$ cat src/rtl/ifetch_pkg.sv
// ifetch_pkg: shared types and constants for the instruction-fetch stage
package ifetch_pkg;
    typedef enum logic [1:0] {EMPTY, FULL, FAULT} state_t;
    localparam int INSTR_W = 32;
    localparam int ADDR_W = 32;
    localparam logic [ADDR_W-1:0] PC_STEP = 32'd4;
    localparam logic [ADDR_W-1:0] DEFAULT_RESET_PC = 32'h0000_0000;
endpackage

$ cat src/rtl/ifetch_fault_chk.sv
// ifetch_fault_chk: flags misaligned or out-of-range fetch addresses
module ifetch_fault_chk import ifetch_pkg::*; #(
    parameter int IMEM_BYTES = 1024
) (
    input  logic [ADDR_W-1:0] pc,
    output logic              bad
);
    localparam logic [ADDR_W-1:0] LAST = ADDR_W'(IMEM_BYTES - 4);
    assign bad = (pc[1:0] != 2'b00) || (pc > LAST);
endmodule

$ cat src/rtl/instr_fetch.sv
// instr_fetch: PC, imem address and registered fetch output with valid/ready; fault check under IFETCH_FAULT_CHECK_EN
module instr_fetch import ifetch_pkg::*; #(
    parameter logic [ADDR_W-1:0] RESET_PC = DEFAULT_RESET_PC,
    parameter int IMEM_BYTES = 1024
) (
    input  logic               clk,
    input  logic               rst_n,
    output logic [ADDR_W-1:0]  imem_addr,
    input  logic [INSTR_W-1:0] imem_data,
    input  logic               redirect_valid,
    input  logic [ADDR_W-1:0]  redirect_pc,
    input  logic               id_ready,
    output logic               id_valid,
    output logic [INSTR_W-1:0] id_instr,
    output logic [ADDR_W-1:0]  id_pc,
    output logic [ADDR_W-1:0]  id_pc_plus4,
    output logic               fault,
    output logic [ADDR_W-1:0]  fault_pc
);
    state_t            state;
    logic [ADDR_W-1:0] pc;
    logic              adv;
    logic              bad;
    assign imem_addr = pc;
    assign adv = (state == EMPTY) || (state == FULL && id_ready);
`ifdef IFETCH_FAULT_CHECK_EN
    ifetch_fault_chk #(.IMEM_BYTES(IMEM_BYTES)) u_fault_chk (.pc(pc), .bad(bad));
`else
    assign bad = 1'b0;
`endif
    // redirect outranks the fault check so a redirect is the only way out of FAULT
    always_ff @(posedge clk or negedge rst_n) begin
        if (!rst_n) begin
            state       <= EMPTY;
            pc          <= RESET_PC;
            id_valid    <= 1'b0;
            id_instr    <= '0;
            id_pc       <= '0;
            id_pc_plus4 <= '0;
            fault       <= 1'b0;
            fault_pc    <= '0;
        end else if (redirect_valid) begin
            state    <= EMPTY;
            pc       <= redirect_pc;
            id_valid <= 1'b0;
            fault    <= 1'b0;
            fault_pc <= '0;
        end else if (adv && bad) begin
            state    <= FAULT;
            id_valid <= 1'b0;
            fault    <= 1'b1;
            fault_pc <= pc;
        end else if (adv) begin
            state       <= FULL;
            id_valid    <= 1'b1;
            id_instr    <= imem_data;
            id_pc       <= pc;
            id_pc_plus4 <= pc + PC_STEP;
            pc          <= pc + PC_STEP;
        end
    end
endmodule

$ cat config.mk
export PLATFORM = sky130hd
export DESIGN_NAME = instr_fetch
export DESIGN_NICKNAME = d
export VERILOG_FILES = /design/src/rtl/ifetch_pkg.sv /design/src/rtl/ifetch_fault_chk.sv /design/src/rtl/instr_fetch.sv
export SDC_FILE = /design/constraint.sdc
export NUM_CORES = 1
export LEC_CHECK = 0
export CORE_MARGIN = 5
export CORE_UTILIZATION = 50
export DETAILED_ROUTE_END_ITERATION = 12
export DONT_BUFFER_PORTS = 1
export HOLD_SLACK_MARGIN = 0.02
export PLACE_DENSITY = 0.68
export SLEW_MARGIN = 15
export SYNTH_ARGS = -nofsm -noshare
export SYNTH_HDL_FRONTEND = slang
export SYNTH_SLANG_ARGS = --single-unit
$ cat constraint.sdc
create_clock -name clk -period 2.55 [get_ports clk]
set_clock_uncertainty 0.2 [all_clocks]
set_input_delay 0.3825 -clock clk [delete_from_list [all_inputs] [get_ports clk]]
set_output_delay 0.3825 -clock clk [all_outputs]
set_load 0.05 [all_outputs]
==> results of run 1 <==
-- through the flow --
step | utilization | hold WS [ns]
after detailed placement | 0.519 | -0.109
after global placement | 0.519 | -0.108
after CTS | 0.621 | -0.546
after global routing | 0.621 | -0.550
final | 0.621 | -0.531
after floorplan | - | -0.113
-- per-layer routing --
metal / part of all wire / up-vias / wire length [um] / GRT usage
met1: 0.39 / 2277 / 6220 / 0.267
li1: - / 2240 / - / -
met5: 0 / - / 0 / 0
met2: 0.49 / 230 / 7840 / 0.371
met4: 0.019 / 0 / 302 / 0.0786
met3: 0.10 / 29 / 1600 / 0.0870
-- final cells by class --
class | instances | area, um^2
tap | 147 | 184
sequential | 127 | 3180
inverter | 3 | 11.3
clock inverter | 6 | 85.1
clock buffer | 24 | 472
timing repair buffer | 106 | 1000
multi-input combinational | 495 | 2500
fill | 954 | 4530
-- registers in the layout (all words and copies together) (netlist names) --
register,count
id_pc_plus4,30
id_valid,1
imem_addr,32
id_pc,32
id_instr,32
-- cells in the mapped netlist --
cell,instances
nand2b_1,1
mux2i_1,1
and3_1,4
mux2_2,2
and4_1,1
inv_1,3
buf_2,5
nor4_1,1
xnor2_1,14
nor2_1,11
nand2_4,1
clkbuf_1,24
buf_12,1
ha_1,1
and2_1,1
buf_6,4
nand4_4,1
buf_1,4
o21ai_2,3
nand2_1,266
dfrtp_1,127
conb_1,1
clkdlybuf4s25_1,1
a31oi_1,1
or3_1,1
nand3_1,27
nand4_1,14
o31ai_1,2
nor3_1,3
a41oi_1,1
nand4_2,1
buf_4,38
o21ai_0,44
xor2_1,41
nor4_4,4
o21ai_1,11
and3_2,1
nand2_2,1
clkbuf_8,4
nor2b_1,1
nor3_4,1
-- worst max-delay path, cell delays in order, from the launching register on --
cell     delay (ns)
dfrtp_1        0.38
ha_1           0.28
nand4_2        0.22
nor4_4         0.56
nand3_1        0.18
xor2_1         0.17
o21ai_0        0.14
-- power by group --
group,total (W),switching [W],internal (W)
clock,0.00230,0.000821,0.00147
combinational,0.000983,0.000677,0.000306
sequential,0.00320,0.000946,0.00226
total,0.00648,0.00244,0.00404
-- cells by family (layout without fill, tap and decap cells) --
| group | after synthesis | in the layout |
|---|---|---|
| other | 1 | 33 |
| buffers and inverters | 84 | 139 |
| AO/OA/AOI/OAI | 62 | 62 |
| multiplexers | 3 | 3 |
| AND/OR/NAND/NOR | 341 | 341 |
| XOR/XNOR | 55 | 55 |
| flip-flops | 127 | 127 |
| adder cells (fa/ha/maj) | 1 | 1 |
-- final timing paths --
kind | to | from
worst max-delay path | imem_addr[26] | imem_addr[3]
worst min-delay path | imem_addr[28] | rst_n
worst max register to register | imem_addr[26] | imem_addr[3]
worst min register to register | id_pc_plus4[3] | imem_addr[3]
max in group asynchronous | id_instr[21] | rst_n
min in group clk | id_pc[6] | redirect_valid
-- repair_timing --
| item | 4_1_cts | 5_1_grt |
|---|---|---|
| hold endpoints to repair | 192 | 127 |
| setup endpoints to repair | 0 | 0 |
| setup buffers | 0 | 0 |
==> qor.yml, run 1 <==
outcome:
  status: "finished, violations left"
  violations: "negative hold slack"
clocking:
  cts_buffers: 17
  cts_hold_buffers: 65
  cts.path.max_buffers: 2
  clk_latency_ns: 0.41
  cts_root_buf: "clkbuf_16"
  ctsResizeCount: 0
  cts.reportedPaths.clkPinSlew_ns: 0.06
  cts_tree: "done"
  h-tree-depth: 4
  cts_sinks: 127
power_and_ir_drop:
  p_per_area_nw_per_um2: 872
  ir_drop_uv: 491
  total_power_w: 0.00648
  p_leak_nw: 3.53
sta:
  timing.hold.ws_ns: -0.531
  setup_viol: 0
  max_freq_mhz: 450
  finalMaxSlewViolations: 0
  post-route-period-util: 0.871
  slew_headroom: 0.534
  finalWorstSetupSlack_ns: 0.330
  fin_crit_ns: 2.22
  rsz0062_at_grt: "false"
  fin_tns_setup_ns: 0
  tightest_slew_ns: 0.698
  finalHoldViolations: 127
global_routing:
  grt_max_degree: 128
  overflow: 0
  grt_pass1_wl_um: 25500
  track_usage: 0.224
  antenna_found_initial: 0
  grt_pass1_vias: 4916
setup_path:
  crit_arrival_ns: 2.34
  endpoint_kind: "flip-flop"
  reg2reg_depth: 6
  criticalPathCategory: "flip-flop to flip-flop"
  worst-path-max-fanout: 10
  start_kind: "flip-flop"
  r2r_setup_slack_ns: 0.33
  worst_ep_required_time_ns: 2.67
placement:
  dp_slack_ns: 0.345
  gp_congestion: 0.790
  placed_area_um2: 6200
  post-place-cells: 813
  hpwlAfterDp_um: 10600
  port_buffers: 0
job:
  cap_violations: 0
synth:
  synthTopCellsByArea: "dfrtp_1 52%, nand2_1 16%, xor2_1 5.9%"
  synth_seq_area_share: 0.521
  synthSimpleGateAreaFrac: 0.246
  yosys_warnings: 0
  synth_compound_area_frac: 0.0544
  synthMuxAreaShare: 0.00533
  synth_xor_area_frac: 0.0790
  synth_top_family_by_area: "simple AND/OR/NAND/NOR gates"
  synth_fa_ha_area_frac: 0.00205
  synth_top_area_share: 0.521
  netlist_instances: 674
  synth_seq_cells: 127
  syn_area_per_cell_um2: 9.05
  synthDistinctLibCells: 41
  synth_top_cell_by_area: "dfrtp_1"
  synthesis.area_um2: 6100
final_layout:
  final_common_cell: "nand2_1"
  drive_gt1_frac: 0.109
  final_area_um2: 7430
  fin_nets: 819
  area_growth_pct: 21.8
  final_cells: 908
  diodes: 0
  final_cell_mix: "266 x nand2_1, 127 x dfrtp_1, 64 x dlygate4sd3_1"
die:
  die-area_um2: 14500
  initial_core_util: 0.510
  core-area_um2: 12000
  ios: 230
  row_count: 40
  die_h_um: 120
  fp.dieW_um: 120
drt:
  wire_per_inst_um: 17.6
  ant_nets: 0
  viasPerCell: 5.26
  drt_iter0_markers: 283
  drc: 0
  drt_wl_total_um: 16000
  drt_pass1_iterations: 6
  routed-via-count: 4776
min_path:
  hp-class: "input pin to async pin"
No activity file was read; power rests on OpenSTA's default activity.
==> run 2, diff against run 1 <==
--- a/config.mk
+++ b/config.mk
@@ -5,7 +5,6 @@
 export SDC_FILE = /design/constraint.sdc
 export NUM_CORES = 1
 export LEC_CHECK = 0
-export CORE_MARGIN = 5
 export CORE_UTILIZATION = 50
 export DETAILED_ROUTE_END_ITERATION = 12
 export DONT_BUFFER_PORTS = 1
@@ -14,4 +13,5 @@
 export SLEW_MARGIN = 15
 export SYNTH_ARGS = -nofsm -noshare
 export SYNTH_HDL_FRONTEND = slang
+export SYNTH_HIERARCHICAL = 1
 export SYNTH_SLANG_ARGS = --single-unit
==> run 2 against run 1 <==
  * The flow still finishes with violations (negative hold slack)
  * Sequential share of layout area grew 0.29 points
  * Total power shrank 2.7%
  * Via count shrank 1.6%
  * Utilization grew 1.2 points
  * Synthesized cell count is the same
  * Critical path type unchanged
  * Largest power group unchanged
==> qor.yml, run 2 <==
sta:
  tightest_slew_ns: 0.620
  fin_tns_setup_ns: 0
  fin_crit_ns: 2.23
  finalMaxSlewViolations: 0
  max_freq_mhz: 449
  post-route-period-util: 0.873
  timing.hold.ws_ns: -0.522
  slew_headroom: 0.586
  setup_viol: 0
  rsz0062_at_grt: "false"
  finalHoldViolations: 127
synth:
  synth_seq_cells: 127
  synthArstFlopShare: 1.00
  synth_xor_area_frac: 0.0790
  synthTopCellsByArea: "dfrtp_1 52%, nand2_1 16%, xor2_1 5.9%"
  synthSimpleGateAreaFrac: 0.246
  synth_top_cell_by_area: "dfrtp_1"
  synthMuxAreaShare: 0.00533
  synthesis.area_um2: 6100
  synth_top_area_share: 0.521
  synth_fa_ha_area_frac: 0.00205
  synthDistinctLibCells: 41
  synth_common_cells: "266 x nand2_1, 127 x dfrtp_1, 44 x o21ai_0"
  synth_top_family_by_area: "simple AND/OR/NAND/NOR gates"
  netlist_instances: 674
  yosys_warnings: 6
  synth_most_common_cell: "nand2_1"
  synth_edf_count: 0
  synth_seq_area_share: 0.521
  synth_compound_area_frac: 0.0544
  syn_area_per_cell_um2: 9.05
  ys.flop_type: "dfrtp_1"
power_and_ir_drop:
  p_per_area_nw_per_um2: 855
  p_leak_nw: 3.52
  ir_drop_uv: 526
  total_power_w: 0.00631
clocking:
  cts_hold_buffers: 65
  cts_root_buf: "clkbuf_16"
  cts.reportedPaths.clkPinSlew_ns: 0.05
  cts.path.max_buffers: 2
  cts_sinks: 127
  cts_buffers: 17
  clk_latency_ns: 0.41
  ctsResizeCount: 0
  h-tree-depth: 4
  cts_tree: "done"
final_layout:
  final_cell_mix: "266 x nand2_1, 127 x dfrtp_1, 64 x dlygate4sd3_1"
  area_growth_pct: 21.0
  diodes: 0
  final_common_cell: "nand2_1"
  fin_nets: 820
  final_core_util: 0.633
  nFillCells: 942
  drive_gt1_frac: 0.112
placement:
  port_buffers: 0
  hpwlAfterDp_um: 9730
  gp_congestion: 0.818
global_routing:
  track_usage: 0.255
  grt_max_degree: 128
  grt_pass1_vias: 4858
  overflow: 0
  grt_pass1_wl_um: 24800
  antenna_found_initial: 0
drt:
  drt_wl_total_um: 15400
  drt_iter0_markers: 284
  drt_pass1_iterations: 4
  wire_per_inst_um: 17.0
  ant_nets: 0
  viasPerCell: 5.20
  routed-via-count: 4700
  drc: 0
setup_path:
  max_stage_delay_ns: 0.54
  crit_arrival_ns: 2.35
  crit_buf_inv: 1
  path_cells: "buf_4, nand3_1, nor3_4, nand4_1, xor2_1, o21ai_0"
  start_kind: "flip-flop"
  endpoint_kind: "flip-flop"
  worst_ep_required_time_ns: 2.67
  cp_top_family: "simple AND/OR/NAND/NOR gates"
  worst-path-max-fanout: 10
  slowest_stage: "nor3_4"
  criticalPathCategory: "flip-flop to flip-flop"
die:
  core-area_um2: 11700
  fp.dieW_um: 112
  row_count: 39
  die-area_um2: 12600
  die_h_um: 112
  initial_core_util: 0.523
  ios: 230
outcome:
  status: "finished, violations left"
  violations: "negative hold slack"
job:
  cap_violations: 0
min_path:
  hp-class: "input pin to async pin"
run 2: cell counts after synthesis:
No cell type changed its count.
run 2: metal layers:
layer | routed length [um] | up-vias | GRT usage
met1 | 6300 | 2257 | 0.308
met5 | 0 | - | 0
met3 | 1260 | 11 | 0.0929
met2 | 7720 | 194 | 0.424
met4 | 95 | 0 | 0.0827
li1 | - | 2238 | -
run 2: kinds of logic (layout without fill, tap and decap cells):
kind of cell / Yosys count / after routing
AOI/OAI and AO/OA: 62 / 62
and+or+nand+nor: 341 / 341
xor gates and xnor gates: 55 / 55
buffers and inverters: 84 / 138
other: 1 / 33
muxes: 3 / 3
adders and majority gates: 1 / 1
DFF: 127 / 127
run 2: path summary, 6_finish.rpt:
kind / start / to / slack (ns) / cells after the start
min reg2reg: imem_addr[25] / id_pc[25] / 0.40 / 2
min in group clk: redirect_valid / id_pc[5] / 0.05 / 3
max: imem_addr[2] / imem_addr[25] / 0.32 / 6
max in group asynchronous: rst_n / id_instr[1] / 2.47 / 0
max reg2reg: imem_addr[2] / imem_addr[25] / 0.32 / 6
min: rst_n / id_pc[16] / -0.52 / 0
run 2: what timing repair did:
action	CTS	global route
buffers inserted	0	0
endpoints found under the setup margin	0	0
hold endpoints to repair	192	127
run 2: cell type report:
class	instances	area, um^2	share of cell area
clock inverters	8	70.1	0.00950
well taps	143	179	0.0242
multi-input cells	495	2500	0.338
repair buffers	107	996	0.135
flip-flops and latches	127	3180	0.431
inverters	3	11.3	0.00153
clock buffers	20	447	0.0605
run 2: where the power goes:
| part | leakage (nW) | switching (W) | internal (W) | total, W |
|---|---|---|---|---|
| Combinational | 1.70 | 0.000669 | 0.000305 | 0.000973 |
| Sequential | 1.57 | 0.000944 | 0.00226 | 0.00320 |
| Clock | 0.253 | 0.000804 | 0.00133 | 0.00213 |
| Total | 3.52 | 0.00242 | 0.00389 | 0.00631 |
run 2: through the flow:
step           instances  instance area (um^2)  setup WS, ns
2_1_floorplan        706                  6220         0.247
3_3_place_gp         810                  6190         0.410
3_5_place_dp         810                  6190         0.327
4_1_cts              903                  7380         0.322
5_1_grt              903                  7380         0.165
6_report             903                  7380         0.323
